--- config.mk ---
export PLATFORM = sky130hd
export DESIGN_NAME = mdio_poll_arbiter
export DESIGN_NICKNAME = d
export VERILOG_FILES = /design/src/rtl/mdio_poll_arbiter.sv
export SDC_FILE = /design/constraint.sdc
export NUM_CORES = 1
export LEC_CHECK = 0
export CELL_PAD_IN_SITES_DETAIL_PLACEMENT = 1
export CELL_PAD_IN_SITES_GLOBAL_PLACEMENT = 1
export CORE_MARGIN = 4
export CORE_UTILIZATION = 41
export DETAILED_ROUTE_END_ITERATION = 8
export PLACE_DENSITY = 0.85
export SLEW_MARGIN = 20
export SYNTH_ARGS = -nofsm -noshare
export SYNTH_HDL_FRONTEND = slang
export SYNTH_SLANG_ARGS = --single-unit
--- constraint.sdc ---
create_clock -name clk -period 3.3 [get_ports clk]
set_input_delay 0.33 -clock clk [delete_from_list [all_inputs] [get_ports clk]]
set_output_delay 0.33 -clock clk [all_outputs]
set_load 0.1 [all_outputs]
--- src/rtl/mdio_poll_arbiter.sv ---
// -----------------------------------------------------------------------------
// mdio_poll_arbiter
//
// Clause-22 MDIO master shared between host register commands and an
// autonomous PHY status poller. It generates MDC, serializes a complete
// 65-slot frame (32 preamble, ST, OP, PHYAD, REGAD, TA, 16 data, 1 idle)
// and deserializes read data. Arbitration between host and poller is
// round-robin on ties.
//
// Ports
//   clk, rst             : single clock, synchronous active-high reset
//   host_req_*           : host command (valid/ready handshake, ready is a
//                          one-cycle accept pulse in IDLE)
//   host_rsp_valid/rdata : one-cycle completion pulse; rdata holds afterwards
//   poll_enable          : runs the poll timer
//   poll_status(_updated): last polled register value and its load pulse
//   link_up              : poll_status[2]
//   busy                 : frame in progress (FRAME or DONE)
//   mdc                  : management clock, low for first CLK_DIV cycles
//                          of each bit slot
//   mdio_tx_en/tx_data   : pin drive enable and data to the external buffer
//   mdio_rx_data         : pin input, registered as MDC rises
// -----------------------------------------------------------------------------
module mdio_poll_arbiter #(
    parameter int         CLK_DIV       = 25,
    parameter int         POLL_INTERVAL = 125000,
    parameter logic [4:0] POLL_PHY_ADDR = 5'd0,
    parameter logic [4:0] POLL_REG_ADDR = 5'd1
) (
    input  logic        clk,
    input  logic        rst,
    input  logic        host_req_valid,
    output logic        host_req_ready,
    input  logic        host_req_write,
    input  logic [4:0]  host_req_phy,
    input  logic [4:0]  host_req_reg,
    input  logic [15:0] host_req_wdata,
    output logic        host_rsp_valid,
    output logic [15:0] host_rsp_rdata,
    input  logic        poll_enable,
    output logic [15:0] poll_status,
    output logic        poll_status_updated,
    output logic        link_up,
    output logic        busy,
    output logic        mdc,
    output logic        mdio_tx_en,
    output logic        mdio_tx_data,
    input  logic        mdio_rx_data
);

    localparam int PH_W = $clog2(2 * CLK_DIV);
    localparam int TM_W = (POLL_INTERVAL > 1) ? $clog2(POLL_INTERVAL) : 1;

    localparam logic [PH_W-1:0] PH_LAST   = PH_W'(2 * CLK_DIV - 1);
    localparam logic [PH_W-1:0] PH_RISE   = PH_W'(CLK_DIV);
    localparam logic [TM_W-1:0] TM_RELOAD = TM_W'(POLL_INTERVAL - 1);

    typedef enum logic [1:0] {
        S_IDLE  = 2'd0,
        S_FRAME = 2'd1,
        S_DONE  = 2'd2
    } state_t;

    state_t      state_q, state_d;
    logic [6:0]  slot_q, slot_d;
    logic [PH_W-1:0] phase_q, phase_d;
    logic [TM_W-1:0] timer_q, timer_d;
    logic        poll_pending_q, poll_pending_d;
    logic        last_grant_q, last_grant_d;    // 1 = poll was granted last
    logic        src_host_q, src_host_d;
    logic        cmd_write_q, cmd_write_d;
    logic [4:0]  cmd_phy_q, cmd_phy_d;
    logic [4:0]  cmd_reg_q, cmd_reg_d;
    logic [15:0] cmd_wdata_q, cmd_wdata_d;
    logic [15:0] rx_shift_q, rx_shift_d;
    logic        mdc_q, mdc_d;
    logic        tx_en_q, tx_en_d;
    logic        tx_data_q, tx_data_d;
    logic        busy_q, busy_d;
    logic        rsp_valid_q, rsp_valid_d;
    logic [15:0] rsp_rdata_q, rsp_rdata_d;
    logic [15:0] poll_status_q, poll_status_d;
    logic        poll_upd_q, poll_upd_d;

    logic        cand_host, cand_poll;
    logic        grant_host, grant_poll;
    logic [63:0] frame_bits;
    logic [5:0]  bit_idx;

    always_comb begin
        state_d        = state_q;
        slot_d         = slot_q;
        phase_d        = phase_q;
        timer_d        = timer_q;
        poll_pending_d = poll_pending_q;
        last_grant_d   = last_grant_q;
        src_host_d     = src_host_q;
        cmd_write_d    = cmd_write_q;
        cmd_phy_d      = cmd_phy_q;
        cmd_reg_d      = cmd_reg_q;
        cmd_wdata_d    = cmd_wdata_q;
        rx_shift_d     = rx_shift_q;
        rsp_valid_d    = 1'b0;
        rsp_rdata_d    = rsp_rdata_q;
        poll_status_d  = poll_status_q;
        poll_upd_d     = 1'b0;
        grant_host     = 1'b0;
        grant_poll     = 1'b0;

        // A pending poll is withdrawn the moment poll_enable drops.
        cand_host = host_req_valid;
        cand_poll = poll_pending_q & poll_enable;

        case (state_q)
            S_IDLE: begin
                // On a tie the source that did not win last time goes.
                if (cand_host && (!cand_poll || last_grant_q)) begin
                    grant_host = 1'b1;
                end else if (cand_poll) begin
                    grant_poll = 1'b1;
                end
                if (grant_host || grant_poll) begin
                    state_d      = S_FRAME;
                    slot_d       = 7'd0;
                    phase_d      = '0;
                    src_host_d   = grant_host;
                    last_grant_d = grant_poll;
                    if (grant_host) begin
                        cmd_write_d = host_req_write;
                        cmd_phy_d   = host_req_phy;
                        cmd_reg_d   = host_req_reg;
                        cmd_wdata_d = host_req_wdata;
                    end else begin
                        cmd_write_d = 1'b0;
                        cmd_phy_d   = POLL_PHY_ADDR;
                        cmd_reg_d   = POLL_REG_ADDR;
                        cmd_wdata_d = 16'hFFFF;
                    end
                end
            end
            S_FRAME: begin
                // Capture data bits as MDC rises (slot offset CLK_DIV).
                if (phase_q == PH_RISE && slot_q >= 7'd48 && slot_q <= 7'd63) begin
                    rx_shift_d = {rx_shift_q[14:0], mdio_rx_data};
                end
                if (phase_q == PH_LAST) begin
                    phase_d = '0;
                    if (slot_q == 7'd64) begin
                        state_d = S_DONE;
                        if (src_host_q) begin
                            rsp_valid_d = 1'b1;
                            rsp_rdata_d = cmd_write_q ? 16'h0000 : rx_shift_q;
                        end else begin
                            poll_upd_d    = 1'b1;
                            poll_status_d = rx_shift_q;
                        end
                    end else begin
                        slot_d = slot_q + 7'd1;
                    end
                end else begin
                    phase_d = phase_q + 1'b1;
                end
            end
            S_DONE: begin
                state_d = S_IDLE;
            end
            default: begin
                state_d = S_IDLE;
            end
        endcase

        // Poll timer: a new expiry sets pending even on the grant cycle;
        // an expiry while already pending merges into the same request.
        if (!poll_enable) begin
            timer_d        = TM_RELOAD;
            poll_pending_d = 1'b0;
        end else begin
            if (grant_poll) begin
                poll_pending_d = 1'b0;
            end
            if (timer_q == '0) begin
                timer_d        = TM_RELOAD;
                poll_pending_d = 1'b1;
            end else begin
                timer_d = timer_q - 1'b1;
            end
        end

        // Pin values are registered from next-state so they switch exactly at
        // slot boundaries and drop to idle levels straight out of reset.
        frame_bits = {32'hFFFF_FFFF, 2'b01, (cmd_write_d ? 2'b01 : 2'b10),
                      cmd_phy_d, cmd_reg_d, 2'b10, cmd_wdata_d};
        bit_idx    = 6'd63 - slot_d[5:0];
        mdc_d      = (state_d == S_FRAME) && (phase_d >= PH_RISE);
        tx_en_d    = 1'b0;
        tx_data_d  = 1'b1;
        if (state_d == S_FRAME && slot_d < 7'd64 && (cmd_write_d || slot_d < 7'd46)) begin
            tx_en_d   = 1'b1;
            tx_data_d = frame_bits[bit_idx];
        end
        busy_d = (state_d != S_IDLE);
    end

    always_ff @(posedge clk) begin
        if (rst) begin
            state_q        <= S_IDLE;
            slot_q         <= 7'd0;
            phase_q        <= '0;
            timer_q        <= TM_RELOAD;
            poll_pending_q <= 1'b0;
            last_grant_q   <= 1'b1;
            src_host_q     <= 1'b0;
            cmd_write_q    <= 1'b0;
            cmd_phy_q      <= 5'd0;
            cmd_reg_q      <= 5'd0;
            cmd_wdata_q    <= 16'h0000;
            rx_shift_q     <= 16'h0000;
            mdc_q          <= 1'b0;
            tx_en_q        <= 1'b0;
            tx_data_q      <= 1'b1;
            busy_q         <= 1'b0;
            rsp_valid_q    <= 1'b0;
            rsp_rdata_q    <= 16'h0000;
            poll_status_q  <= 16'h0000;
            poll_upd_q     <= 1'b0;
        end else begin
            state_q        <= state_d;
            slot_q         <= slot_d;
            phase_q        <= phase_d;
            timer_q        <= timer_d;
            poll_pending_q <= poll_pending_d;
            last_grant_q   <= last_grant_d;
            src_host_q     <= src_host_d;
            cmd_write_q    <= cmd_write_d;
            cmd_phy_q      <= cmd_phy_d;
            cmd_reg_q      <= cmd_reg_d;
            cmd_wdata_q    <= cmd_wdata_d;
            rx_shift_q     <= rx_shift_d;
            mdc_q          <= mdc_d;
            tx_en_q        <= tx_en_d;
            tx_data_q      <= tx_data_d;
            busy_q         <= busy_d;
            rsp_valid_q    <= rsp_valid_d;
            rsp_rdata_q    <= rsp_rdata_d;
            poll_status_q  <= poll_status_d;
            poll_upd_q     <= poll_upd_d;
        end
    end

    // Accept is combinational so it lands in the grant cycle itself.
    assign host_req_ready      = grant_host & ~rst;
    assign host_rsp_valid      = rsp_valid_q;
    assign host_rsp_rdata      = rsp_rdata_q;
    assign poll_status         = poll_status_q;
    assign poll_status_updated = poll_upd_q;
    assign link_up             = poll_status_q[2];
    assign busy                = busy_q;
    assign mdc                 = mdc_q;
    assign mdio_tx_en          = tx_en_q;
    assign mdio_tx_data        = tx_data_q;

endmodule

[Word level (Yosys, flattened, before mapping)]
Cells that the tools add are included.
Storage, ports and cells
  latch bits: 0
  bits in writable memories: 0
  memories: 0
  word-level logic and storage cells: 105
  bits in read-only memories: 0
  flip-flop bits (word level): 116
  output and inout port bits: 40
Cells by class
  $lt $le $gt $ge: 6
  shift-type cells: 0
  $mul: 0
  div/mod/pow operators: 0
  reduce and logical (&&, ||, !) cells: 22
  add/sub/neg operators: 4
  equal/unequal tests: 5
  multiplexer cells: 39
  bitwise gates (word level): 9
Operator list (count)
  2-to-1 mux 16 bit: 4
  2-to-1 mux 5 bit: 6
  2-to-1 mux 7 bit: 3
  zero test 17 bit: 1
  subtractor 17 x 1 -> 17 bit, second input constant: 1
  2-to-1 mux 1 bit: 16
  case mux 7 bit (2 select lines): 1
  2-to-1 mux 6 bit: 2
  case mux 6 bit (2 select lines): 1
  2-to-1 mux 2 bit: 4
  AND reduction 4 bit: 2
  adder 7 x 1 -> 7 bit, second input constant: 1
  equality test 7 bit, second input constant: 1
  greater-or-equal comparator 7 x 6 -> 1 bit, second input constant: 1
  <= comparator 7 x 6 -> 1 bit, second input constant: 1
  less-than comparator 6 x 7 -> 1 bit, second input constant: 1
  less-than comparator 7 x 6 -> 1 bit, second input constant: 1
  less-than comparator 7 bit, second input constant: 1
  inverter 1 bit: 7
  adder 6 x 1 -> 6 bit, second input constant: 1
  binary-select mux 1 bit (select 6 bit): 1
  equality test 6 x 5 -> 1 bit, second input constant: 1
  equality test 6 bit, second input constant: 1
  greater-or-equal comparator 6 x 5 -> 1 bit, second input constant: 1
  other kinds (13): 25

[Longest topological paths before layout]
  word-level depth: 14
  mapped depth: 11
  gate-level depth less buffers: 10

[Worst setup path after synthesis]
No wires, ideal clock.
  path type: flip-flop to output port
  from: reg state_q[1]
  to: out host_req_ready
  buffers on the path: 1
  stages on the path, launching flop included: 5
  data required time: 2.970 ns
  arrival time: 2.323 ns
  path slack: 0.647 ns
  path through: dfxtp_1 nor2_1 o211ai_1 clkbuf_1 nor2_1
Between the ends
  longest elaborated chain between the ends: 3
RTL lines
  start: declaration: line 64  | state_t state_q, state_d;
  start signal: assignment: line 227  | state_q <= state_d;
  zero test 2 bit: line 114  | case (state_q)
  2-to-1 mux 1 bit: line 114
  AND 1 bit: line 251  | assign host_req_ready = grant_host & ~rst;
  end: declaration: line 33  | output logic host_req_ready,
Every way passes these cells.

[Final worst setup path]
  from: reg slot_q[0]
  to: reg tx_data_q (netlist: mdio_tx_data)
Between the ends
  longest elaborated chain between the ends: 9
  elaborated cells on any way between the ends: 20
  classes of those cells: 2 x add/sub; 2 x order compare; 2 x eq/ne; 9 x mux; 1 x bitwise; 4 x reduce/logical
RTL lines
  start: declaration: line 65  | logic [6:0] slot_q, slot_d;
  start signal: assignment: line 228  | slot_q <= slot_d;
  branches (longest 9 deep; another with adder 7 x 1 -> 7 bit)
  end signal: assignment: line 241  | tx_data_q <= tx_data_d;
  end: declaration: line 78  | logic tx_data_q, tx_data_d;
Parallel ways; which one is timed is not known. The select of a mux whose other input is x is not followed.
A chain may end at the register's enable or synchronous reset.

==> summary.txt <==
Timing
  • Slew Limit Fails: 0
  • Hold slack: 0.424 ns
  • RSZ-0062 raised after global routing: false
  • Final Hold Violating Endpoints: 0
  • Max frequency: ~0.33 GHz
  • Setup TNS: 0 ns
  • Setup-failing EPs final: 0
  • Final worst-path cycle share: between 90% and 100%
  • Crit path time final: ~3 ns
  • Worst-margin pin slew: between 0.9 and 1 ns
  • Rel. slew slack: 34.0%
  • Clock Skews: roughly 0.007 ns

Setup path
  • CP arrival: between 3 and 4 ns
  • Data required, critical path: roughly 3.6 ns
  • CP Capture Type: flip-flop
  • Element type at the critical path start: flip-flop
  • Critical path type: reg2reg
  • CP max FO: 7
  • Crit-path cells: inv_1 > ha_1 > and2b_1 > a211oi_4 > mux2i_1 > or2_0 > nor2_1 > a211o_1 > o31a_2
  • Critical Path Slowest Stage Cell: dfxtp_1
  • CP bufs+invs: 1
  • Crit path largest cell delay: slightly above 0.4 ns
  • Crit-path leading delay family: compound AO/OA/AOI/OAI gates

Layout
  • Nets: 655
  • Commonest non-fill, non-tap cells in the layout: dfxtp_1, nor2_1, clkdlybuf4s50_1
  • Most common cell after layout, fill and taps aside: dfxtp_1
  • Ant diodes: 0
  • Layout cells sized above 1: a little over 9%
  • Area growth syn-to-layout: 28.9%

Synth
  • Synth Cell Area: roughly 4900 sq um
  • Synthesized area per cell: 9.00 sq um
  • Largest family of logic cells by synthesized area: simple AND/OR/NAND/NOR gates
  • Seq/Total Area, Yosys: between 40% and 50%
  • Ys Warns: 0
  • Synth Area in Compound Gates: 13.8%
  • Netlist cell types: 64
  • Mapped Cells: between 500 and 600
  • Adder-Cell Fraction of Synth Area: under 10%
  • Asr flop ratio synth: 0%
  • Synth Area in Simple Gates: a little under a quarter
  • Number of synthesized flops with an enable pin: 0
  • Post-synthesis net count: between 500 and 600
  • Post-Synth XOR/XNOR Area: around 1.6%
  • Mux contribution to synthesized area: a little under a tenth
  • Ys flop type: dfxtp_1
  • Post-synthesis register bit count: ~120

Place
  • Gpl congestion: between 0.8 and 0.9
  • Hpwl dp: 9360 um
  • Port Buf Inserts: 71

Detailed routing
  • Metal2 WL: slightly above 7000 um
  • Total detailed-routing wirelength: between 10,000 and 15,000 um
  • First drt pass iteration count: 4
  • Drt via density: 5.55
  • DR DRC count: 0
  • Routed vias: approximately 4,300
  • Wire length on met3: 386 um
  • DRT antenna net count: 0
  • DRT met1 WL: between 6000 and 7000 um
  • Iteration-0 DRC Markers: ~220
  • Uppermost routed layer: met4
  • Drt wl/cell: between 15 and 20 um

Clocking
  • CTS clk-pin slew, worst paths: roughly 0.060 ns
  • Later-pin clock latency in the skew report: approximately 0.41 ns
  • Clock sinks: roughly 120
  • Clock buffer count from CTS: 17
  • Post_cts resized: 0
  • Number of H-tree levels: 4
  • Setup repair bufs after CTS: 0
  • Clock root cell: clkbuf_16
  • Clock tree from TritonCTS: built
  • Max Root-Sink Buffers: 2
  • Cts hold-fix bufs: 0

Global routing
  • First-pass GRT wire length: 23,000 um
  • Vias in the first global route: 4,630
  • Largest net degree at the start of global routing: 59
  • Total track usage: just over 20%
  • Initial antenna violation count: 0
  • Remaining Overflow, GRT: 0

Die
  • # IOs: slightly above 70
  • Die Wd: about 120 um
  • Die area: ~14,000 sq um
  • Initial Utilization: between 40% and 50%
  • Die H: roughly 120 um
  • Cell Rows: 39
  • Core Region: about 12,000 sq um

Min path
  • HP Class: reg2reg

Power and ir drop
  • Power density over the cells: 553 nW/um^2
  • Worst VDD drop: about 0.42 mV
  • Leak: around 2.2 nW

Run
  • Maxcap violations: 0

Run status
  • Status: finished clean
[routing by layer]
layer / up-vias / GRT usage (%)
li1: 2077 / -
met1: 2123 / 23.5
met2: 71 / 35.6
met3: 23 / 5.19
met4: 0 / 7.25
met5: - / 0
[metrics by stage]
stage | std cells | cell area, sq um | total power [mW] | utilization [%] | worst slack, ns
after floorplan | 548 | 4930 | 1.62 | - | 0.647
after global placement | 741 | 5760 | 1.70 | 49.6 | 0.489
after detailed placement | 741 | 5760 | 1.71 | 49.6 | 0.328
after CTS | 773 | 6360 | 3.54 | 54.8 | 0.329
after global routing | 773 | 6360 | 3.64 | 54.8 | 0.0578
final | 773 | 6360 | 3.52 | 54.8 | 0.297
[kinds of logic after synthesis]
logic type | Yosys count
and+or+nand+nor | 231
adders and majority gates | 6
muxes | 44
xor gates and xnor gates | 9
DFF | 116
AOI/OAI and AO/OA | 105
buffers and inverters | 37
[synth_stat cells, types with 2 or more instances]
cell	n	area, sq um
a211o_1	2	17.5
a211oi_1	3	22.5
a21oi_1	35	175
a22oi_1	10	75.1
a31oi_1	4	25.0
and2_1	3	18.8
and3_1	4	25.0
and3b_1	2	17.5
buf_2	5	25.0
buf_4	2	15.0
clkbuf_1	23	86.3
dfxtp_1	116	2320
ha_1	6	75.1
inv_1	7	26.3
mux2_2	2	22.5
mux2i_1	39	390
mux4_2	2	45.0
nand2_1	28	105
nand2b_1	7	43.8
nand3_1	11	55.1
nor2_1	114	428
nor2_2	2	12.5
nor2b_1	7	43.8
nor3_1	7	35.0
nor3b_1	18	135
nor4_1	6	37.5
o211ai_1	2	15.0
o21ai_0	10	50.1
o21ai_1	2	10.0
o22ai_1	19	119
o41ai_1	2	17.5
or2_0	2	12.5
or3_1	7	43.8
or4_1	2	15.0
xnor2_1	7	61.3
xor2_1	2	17.5
[where the power goes]
| part | internal (mW) | total, mW | switching [mW] |
|---|---|---|---|
| Clock | 1.17 | 1.83 | 0.659 |
| Combinational | 0.0904 | 0.233 | 0.143 |
| Sequential | 1.43 | 1.46 | 0.0210 |
[state kept, by name, summed over array words and instances, names as in the netlist]
signal and count:
poll_pending_q 1, host_rsp_rdata 16, mdio_tx_data 1, rx_shift_q 16
last_grant_q 1, cmd_wdata_q 16, timer_q 17, slot_q 7
mdc 1, cmd_phy_q 5, busy 1, state_q 2
src_host_q 1, phase_q 6, cmd_reg_q 5, poll_status_updated 1
mdio_tx_en 1, poll_status 16, cmd_write_q 1, host_rsp_valid 1
[area by class of cell]
class                           count  area (sq um)
Sequential cell                   116          2320
Timing Repair Buffer               80           771
Multi-Input combinational cell    395          2470
Inverter                            7          26.3
Clock buffer                       21           470
Fill cell                        1312          5250
Clock inverter                     11           125
Tap cell                          143           179
[worst paths after layout]
kind / to / start / cells after the start / slack [ns]
setup / recovery: mdio_tx_data / slot_q[0] / 9 / 0.30
hold / removal: timer_q[0] / timer_q[0] / 1 / 0.42
setup reg to reg: mdio_tx_data / slot_q[0] / 9 / 0.30
hold reg to reg: timer_q[0] / timer_q[0] / 1 / 0.42
[worst reg2reg max path: stages, from the launching register on]
cell	delay (ns)
dfxtp_1	0.41
inv_1	0.13
ha_1	0.21
and2b_1	0.20
a211oi_4	0.38
mux2i_1	0.40
or2_0	0.40
nor2_1	0.13
a211o_1	0.32
o31a_2	0.32
(Power assumes the default switching activity.)
